$ cat src/rtl/lsu_mem_ctrl.sv
// lsu_mem_ctrl: load/store sequencer between the RV32I execute stage and a
// word-wide data RAM with combinational read. Byte, half and word accesses
// at byte addresses become word RAM accesses. Sub-word stores use a
// read-modify-write. Misaligned, illegal-size and out-of-range requests get
// an error response without touching memory. Only one request is in flight.
module lsu_mem_ctrl #(
  parameter int ADDR_WIDTH = 12
) (
  input  logic                  clk,
  input  logic                  rst,
  input  logic                  req_valid,
  output logic                  req_ready,
  input  logic                  req_we,
  input  logic [1:0]            req_size,
  input  logic                  req_unsigned,
  input  logic [31:0]           req_addr,
  input  logic [31:0]           req_wdata,
  output logic                  rsp_valid,
  output logic [31:0]           rsp_rdata,
  output logic                  rsp_err,
  output logic [ADDR_WIDTH-1:0] mem_raddr,
  input  logic [31:0]           mem_rdata,
  output logic [ADDR_WIDTH-1:0] mem_waddr,
  output logic [31:0]           mem_wdata,
  output logic                  mem_we
);

  localparam logic [2:0] S_IDLE  = 3'd0;
  localparam logic [2:0] S_LOAD  = 3'd1;
  localparam logic [2:0] S_RMW   = 3'd2;
  localparam logic [2:0] S_WRITE = 3'd3;
  localparam logic [2:0] S_RESP  = 3'd4;

  localparam logic [1:0] SZ_BYTE = 2'b00;
  localparam logic [1:0] SZ_HALF = 2'b01;
  localparam logic [1:0] SZ_WORD = 2'b10;
  localparam logic [1:0] SZ_ILL  = 2'b11;

  logic [2:0]            state;
  logic [2:0]            state_nxt;

  // Fields of the accepted request; the request inputs are ignored once
  // the controller leaves IDLE.
  logic                  cap_err;
  logic                  cap_unsigned;
  logic [1:0]            cap_size;
  logic [1:0]            cap_off;
  logic [ADDR_WIDTH-1:0] cap_idx;
  logic [15:0]           cap_wdata;

  logic [31:0]           load_q;

  logic                  accept;
  logic                  req_err;
  logic [ADDR_WIDTH-1:0] req_idx;
  logic                  req_word_store;

  logic [7:0]            lane_b;
  logic [15:0]           lane_h;
  logic [31:0]           load_val;
  logic [31:0]           merged;

  assign req_ready      = (state == S_IDLE) && !rst;
  assign accept         = req_valid && req_ready;
  assign req_idx        = req_addr[ADDR_WIDTH+1:2];
  assign req_word_store = req_we && (req_size == SZ_WORD);

  assign mem_we    = (state == S_WRITE) && !rst;
  assign rsp_valid = (state == S_RESP) && !rst;
  assign rsp_err   = rsp_valid && cap_err;
  assign rsp_rdata = rsp_valid ? load_q : 32'd0;

  // Classify the incoming request; the first matching rule is enough to
  // reject it, and out-of-range means any byte-address bit above the RAM.
  always_comb begin
    req_err = 1'b0;
    if (req_size == SZ_ILL) begin
      req_err = 1'b1;
    end else if ((req_size == SZ_HALF) && req_addr[0]) begin
      req_err = 1'b1;
    end else if ((req_size == SZ_WORD) && (req_addr[1:0] != 2'b00)) begin
      req_err = 1'b1;
    end else if ((req_addr >> (ADDR_WIDTH + 2)) != 32'd0) begin
      req_err = 1'b1;
    end
  end

  // Sequence: errors answer straight away, loads read once, word stores
  // write once, sub-word stores read then write.
  always_comb begin
    state_nxt = state;
    case (state)
      S_IDLE: begin
        if (accept) begin
          if (req_err) begin
            state_nxt = S_RESP;
          end else if (!req_we) begin
            state_nxt = S_LOAD;
          end else if (req_size == SZ_WORD) begin
            state_nxt = S_WRITE;
          end else begin
            state_nxt = S_RMW;
          end
        end
      end
      S_LOAD:  state_nxt = S_RESP;
      S_RMW:   state_nxt = S_WRITE;
      S_WRITE: state_nxt = S_RESP;
      S_RESP:  state_nxt = S_IDLE;
      default: state_nxt = S_IDLE;
    endcase
  end

  // Pick the addressed byte and half out of the RAM word (little-endian).
  always_comb begin
    lane_b = mem_rdata[7:0];
    case (cap_off)
      2'd0: lane_b = mem_rdata[7:0];
      2'd1: lane_b = mem_rdata[15:8];
      2'd2: lane_b = mem_rdata[23:16];
      2'd3: lane_b = mem_rdata[31:24];
      default: lane_b = mem_rdata[7:0];
    endcase
    lane_h = cap_off[1] ? mem_rdata[31:16] : mem_rdata[15:0];
  end

  // Right-justify the load result and extend it per the signedness flag.
  always_comb begin
    load_val = mem_rdata;
    case (cap_size)
      SZ_BYTE: load_val = cap_unsigned ? {24'd0, lane_b} : {{24{lane_b[7]}}, lane_b};
      SZ_HALF: load_val = cap_unsigned ? {16'd0, lane_h} : {{16{lane_h[15]}}, lane_h};
      default: load_val = mem_rdata;
    endcase
  end

  // Replace just the target lane of the current RAM word with store data.
  always_comb begin
    merged = mem_rdata;
    if (cap_size == SZ_HALF) begin
      if (cap_off[1]) begin
        merged[31:16] = cap_wdata;
      end else begin
        merged[15:0] = cap_wdata;
      end
    end else begin
      case (cap_off)
        2'd0: merged[7:0]   = cap_wdata[7:0];
        2'd1: merged[15:8]  = cap_wdata[7:0];
        2'd2: merged[23:16] = cap_wdata[7:0];
        2'd3: merged[31:24] = cap_wdata[7:0];
        default: merged = mem_rdata;
      endcase
    end
  end

  // State register; reset drops any pending request without a response.
  always_ff @(posedge clk) begin
    if (rst) begin
      state <= S_IDLE;
    end else begin
      state <= state_nxt;
    end
  end

  // Capture the request at accept.
  always_ff @(posedge clk) begin
    if (rst) begin
      cap_err      <= 1'b0;
      cap_unsigned <= 1'b0;
      cap_size     <= 2'b00;
      cap_off      <= 2'b00;
      cap_idx      <= '0;
      cap_wdata    <= 16'd0;
    end else if (accept) begin
      cap_err      <= req_err;
      cap_unsigned <= req_unsigned;
      cap_size     <= req_size;
      cap_off      <= req_addr[1:0];
      cap_idx      <= req_idx;
      cap_wdata    <= req_wdata[15:0];
    end
  end

  // Read address is loaded at accept so it is stable through LOAD/RMW and
  // holds afterwards; stores that need no read leave it alone.
  always_ff @(posedge clk) begin
    if (rst) begin
      mem_raddr <= '0;
    end else if (accept && !req_err && !req_word_store) begin
      mem_raddr <= req_idx;
    end
  end

  // Write address/data are loaded just before WRITE, either straight from a
  // word store or from the merged RMW word, and hold until the next write.
  always_ff @(posedge clk) begin
    if (rst) begin
      mem_waddr <= '0;
      mem_wdata <= 32'd0;
    end else if (accept && !req_err && req_word_store) begin
      mem_waddr <= req_idx;
      mem_wdata <= req_wdata;
    end else if (state == S_RMW) begin
      mem_waddr <= cap_idx;
      mem_wdata <= merged;
    end
  end

  // Load result register; cleared at accept so stores and errors return 0.
  always_ff @(posedge clk) begin
    if (rst) begin
      load_q <= 32'd0;
    end else if (accept) begin
      load_q <= 32'd0;
    end else if (state == S_LOAD) begin
      load_q <= load_val;
    end
  end

endmodule

$ cat config.mk
export PLATFORM = sky130hd
export DESIGN_NAME = lsu_mem_ctrl
export DESIGN_NICKNAME = d
export VERILOG_FILES = /design/src/rtl/lsu_mem_ctrl.sv
export SDC_FILE = /design/constraint.sdc
export NUM_CORES = 1
export LEC_CHECK = 0
export CAP_MARGIN = 0
export CORE_ASPECT_RATIO = 0.9
export CORE_MARGIN = 2
export CORE_UTILIZATION = 43
export DETAILED_ROUTE_END_ITERATION = 10
export PLACE_DENSITY = 0.9
export SYNTH_ARGS = -nofsm -noshare
export SYNTH_HDL_FRONTEND = slang
export SYNTH_SLANG_ARGS = --single-unit
$ cat constraint.sdc
create_clock -name clk -period 1.75 [get_ports clk]
set_input_delay 0.175 -clock clk [delete_from_list [all_inputs] [get_ports clk]]
set_output_delay 0.175 -clock clk [all_outputs]
set_load 0.02 [all_outputs]
### Yosys cells after proc, flatten, opt, wreduce, memory -nomap -nowiden

Index checks and enable logic that the tools add are counted.

| storage, ports and cells | value |
|---|---|
| register bits after elaboration | 125 |
| bits in latches | 0 |
| bits in writable memories | 0 |
| memory bits (read-only) | 0 |
| input port bits | 103 |
| output and inout bits | 92 |
| logic and storage cells | 71 |
| memories kept | 0 |

| operators by class | value |
|---|---|
| $add $sub $neg | 0 |
| $mul | 0 |
| div/mod/pow operators | 0 |
| magnitude comparators | 0 |
| equality and inequality tests | 12 |
| shifts and indexed selects | 0 |
| multiplexer cells | 26 |
| bitwise logic cells | 0 |
| reductions and logical operators | 22 |

Operators with widths:

| cell | number |
|---|---|
| $mux 32 | 6 |
| $pmux 32 s2 | 1 |
| $mux 16 | 3 |
| $mux 8 | 4 |
| $pmux 8 s4 | 1 |
| $reduce_bool 32->1 | 1 |
| $mux 12 | 2 |
| $logic_and 1x1->1 | 11 |
| $pmux 3 s3 | 1 |
| $eq 2x2->1 const B | 4 |
| $eq 2x1->1 const B | 3 |
| $eq 3x2->1 const B | 2 |
| $mux 3 | 2 |
| $mux 1 | 5 |
| $logic_not 2->1 | 2 |
| $reduce_bool 2->1 | 2 |
| $reduce_or 2->1 | 2 |
| $eq 3x1->1 const B | 1 |
| $eq 3x3->1 const B | 1 |
| $logic_not 1->1 | 3 |
| $logic_not 3->1 | 1 |
| $mux 2 | 1 |
| $ne 2x2->1 const B | 1 |

### Logic depth before layout (Yosys ltp)

| logic depth | value |
|---|---|
| depth in word-level cells | 9 |
| gate-level depth with buffers | 8 |
| gate-level depth less buffers | 5 |

### Least setup slack after synthesis

OpenSTA, ideal clock, no wires.

| timing path | value |
|---|---|
| kind | flip-flop to flip-flop |
| start point | reg state[0] |
| end point | reg mem_raddr[10] |
| library setup time | 128 ps |
| arrival time | 1,925 ps |
| required time | 1,622 ps |
| setup slack | -302 ps |
| cell stages (with the launch flop) | 9 |
| buffers on the path | 3 |
| clock period less this slack | 2,052 ps |
| cells stage by stage | dfxtp_1 > buf_4 > nor4_4 > nand2_2 > or4_1 > buf_2 > buf_6 > mux2i_1 > nor2_1 |

| on the way | value |
|---|---|
| cells in the longest elaborated chain, start to end | 5 |

Ends and longest elaborated chain:

| what | RTL line | RTL |
|---|---|---|
| start, declared | 39 | `logic [2:0] state;` |
| start signal, assigned | 162 | `state <= state_nxt;` |
| $logic_not 3->1 | 63 | `assign req_ready = (state == S_IDLE) && !rst;` |
| $logic_and 1x1->1 | 63 |  |
| named net req_ready | 12 | `output logic req_ready,` |
| $logic_and 1x1->1 | 64 | `assign accept = req_valid && req_ready;` |
| $logic_and 1x1->1 (2 in a row) | 190 | `end else if (accept && !req_err && !req_word_store) begin` |
| end signal, assigned | 191 | `mem_raddr <= req_idx;` |
| end, declared | 21 | `output logic [ADDR_WIDTH-1:0] mem_raddr,` |

The timed path passes the listed nets, and every way through them passes these cells.
A chain may end at the register's enable or synchronous reset.

### Worst setup path in the final report

| timing path | value |
|---|---|
| start point | reg state[0] |
| end point | out rsp_rdata[21] |

| on the way | value |
|---|---|
| cells in the longest elaborated chain, start to end | 3 |

Ends and longest elaborated chain:

| what | RTL line | RTL |
|---|---|---|
| $eq 3x3->1 | 69 | `assign rsp_valid = (state == S_RESP) && !rst;` |
| $logic_and 1x1->1 | 69 |  |
| $mux 32 | 71 | `assign rsp_rdata = rsp_valid ? load_q : 32'd0;` |
| end, declared | 19 | `output logic [31:0] rsp_rdata,` |

Every way passes these cells.

==> flow_summary_export.csv <==
group,metric,value,unit
clocking,hold_buffers,0,
sta,period_share,1.08,
synthesis,synth_seq_area_share,0.400,
layout,fillers,1029,
floorplanning,die_w,131,µm
clocking,cts-buffers-inserted,17,
floorplanning,num_rows,41,
place,dp_slack,-0.514,ns
synthesis,synth_top_cell_area_share,0.400,
sta,slew_headroom,0.468,
layout,final_layout_size_suffix_gt1_frac,0.209,
flow_run,cap_violations,0,
global_routing,grt_pass1_wl,34100,µm
worst_setup_path,slowest_stage,"dfxtp_2",
clocking,htree_num_levels,4,
sta,post-route-min-period,1.90,ns
sta,tightest_slew,0.798,ns
sta,finalSetupViolCount,46,
hold_path,holdPathEnd,"state[2]$_SDFFE_PP0P_",
place,routabilityCongestion,0.911,
layout,final_area,9800,µm²
floorplanning,ios,195,
sta,final.setup.worst_slack,-0.145,ns
floorplanning,initial_core_util,0.443,
synthesis,synth_edf_count,0,
clocking,clock-sinks,125,
sta,timing.fmax,528,MHz
outcome,status,"finished, violations left",
synthesis,synth_most_common_cell,"dfxtp_1",
pwr,power_density,759,nW/µm²
worst_setup_path,start_kind,"register",
pwr,p_leak,0.00385,µW
layout,area_delta_synth_final,56.8,%
synthesis,synth_commonest_cells,"dfxtp_1 (125), nand2_1 (114), nor2_1 (98), a21oi_1 (70), clkbuf_1 (51)",
sta,skew,0.00895,ns
sta,rsz0062_at_grt,"true",
floorplanning,die-area,15500,µm²
global_routing,grt_use_total,0.281,
layout,seqCellArea,2510,µm²
detailed_routing,routedWlPerCell,18.6,µm
clocking,clockRootBuffer,"clkbuf_16",
place,numPortBuffers,194,
floorplanning,core_area,14100,µm²
sta,drv_slew,0,
floorplanning,die_h,118,µm
synthesis,synthDistinctLibCells,52,
clocking,cts_tree,"done",
worst_setup_path,r2r_start,"state[2]$_SDFFE_PP0P_",
outcome,violations,"setup timing",
detailed_routing,drtIter0Drc,832,
synthesis,ys_ff_latch,125,
hold_path,holdCritStartpoint,"rst",
worst_setup_path,cp_cell_sequence,"nor4b_4 -> buf_6 -> buf_12 -> buf_6 -> and2_4 -> buf_6",
synthesis,syn_avg_cell_area,7.83,µm²
layout,finalNonFillerCells,1219,
worst_setup_path,cp_max_fo,7,
pwr,vdd_drop_max,0.000637,V
worst_setup_path,r2r_cells,7,
detailed_routing,drc,0,
synthesis,synth_nets,901,
global_routing,grt-ovfl-total,0,
synthesis,async_flop_share,0,
place,hpwl,15100,µm
global_routing,grt_max_degree,79,
clocking,clkLatencyLatePin,0.43,ns
worst_setup_path,cp_data_arrival_time,1.72,ns
synthesis,yosysWarnings,0,
global_routing,antenna_found_initial,0,
detailed_routing,num_vias,6985,
global_routing,grt_pass1_vias,6725,
synthesis,syn-cell-area,6250,µm²
synthesis,yosysTopAreaCell,"dfxtp_1",
worst_setup_path,critPathKind,"register to primary output",
synthesis,syn_inst,798,
worst_setup_path,slowest_delay,0.34,ns
worst_setup_path,worst_path_most_repeated_cell,"buf_6",
layout,nets,1116,
detailed_routing,viasPerCell,5.73,
detailed_routing,first_pass_iters,9,
detailed_routing,drt-total-wl,22700,µm
synthesis,synth_top_flop_cell,"dfxtp_1",
layout,diodes,0,
sta,hold_viol_final,0,
worst_setup_path,reg2reg_slack,-0.08,ns
clocking,cts_buffer_depth,2,
detailed_routing,final_antenna_net_count,0,
worst_setup_path,end_kind,"primary output",
clocking,clkTransAtPathRegs,0.06,ns
place,dp.cells,1179,
worst_setup_path,cp.required,1.57,ns
sta,tns,-3.71,ns
worst_setup_path,r2r_end,"mem_raddr[5]$_SDFFE_PP0P_",
hold_path,hold_path.class,"primary input to register",
layout,post-route-util,0.694,
synthesis,synth_area_leaders,"dfxtp_1 (40%), nand2_1 (6.8%), nor2_1 (5.9%)",
place,place_area,8810,µm²
layout,multi_input_area,3650,µm²
hold_path,min_path_cells,3,
## final cells by class
cell class / instances / area share
Multi-Input combinational cell: 593 / 0.373
Timing Repair Buffer: 265 / 0.278
Sequential cell: 125 / 0.256
Clock buffer: 18 / 0.0448
Tap cell: 193 / 0.0247
Clock inverter: 14 / 0.0188
Inverter: 11 / 0.00422
## critical path, delay by kind of cell, from the launching register on
family | cells | cell delay, ns
buffers and inverters | 4 | 0.56
and+or+nand+nor | 2 | 0.39
DFF | 1 | 0.34
## routing by layer
metal / GRT usage / part of all wire / vias up
met5: 0 / 0 / -
met4: 0.120 / 0.048 / 0
met3: 0.0923 / 0.11 / 98
met2: 0.448 / 0.46 / 429
met1: 0.346 / 0.38 / 3212
li1: - / - / 3246
## repair_timing
item	in CTS	in global routing
gates resized for setup	216	60
setup endpoints to repair	82	91
pin swaps	5	27
setup buffers	3	3
cloned	2	1
## layout by cell type, fill, tap and decap left out, types with 24 or more instances in the layout
master,count
a21oi_1,70
o21ai_0,40
dfxtp_1,121
mux2i_1,33
nand2_1,113
nor3_1,24
buf_6,40
and2_4,33
buf_4,52
nor2_1,94
clkdlybuf4s50_1,157
## flip-flops by register name, indices dropped and copies added (netlist names)
signal	cells
cap_err	1
cap_idx	12
cap_off	2
cap_size	2
cap_unsigned	1
cap_wdata	16
load_q	32
mem_raddr	12
mem_waddr	12
mem_wdata	32
state	3
## power by group
part           switching (µW)  internal, µW
clock                    1390          2300
sequential               33.0          2880
combinational             412           406
## cell families (layout without fill, tap and decap cells)
logic type	count (synthesis)	count (layout)	synth area share
simple gates	338	338	0.257
flops	125	125	0.400
mux	42	42	0.0691
compound gates	213	213	0.219
buf+inv	80	308	0.0541
## per-stage QoR
step	hold WS, ns	power [µW]
floorplan	0.311	3280
global placement	0.442	3700
detailed placement	0.446	3720
CTS	0.0604	7410
global route	0.0713	7630
finish	0.0749	7430
## how the worst max path moves through the flow
stage | start | to | slack (ns) | cells after the start
detailed placement | req_addr[14] | mem_raddr[0]$_SDFFE_PP0P_ | -0.51 | 7
CTS | state[0]$_SDFFE_PP0P_ | rsp_rdata[4] | -0.18 | 5
finish | state[0]$_SDFFE_PP0P_ | rsp_rdata[21] | -0.15 | 6
global placement | req_addr[15] | mem_raddr[4]$_SDFFE_PP0P_ | -0.45 | 7
floorplan | state[2]$_SDFFE_PP0P_ | mem_raddr[10]$_SDFFE_PP0P_ | -0.30 | 8
global route | cap_size[1]$_SDFFE_PP0P_ | mem_wdata[20]$_SDFFE_PP0P_ | -0.23 | 7
Note: power is estimated with default switching activity, not from simulation.
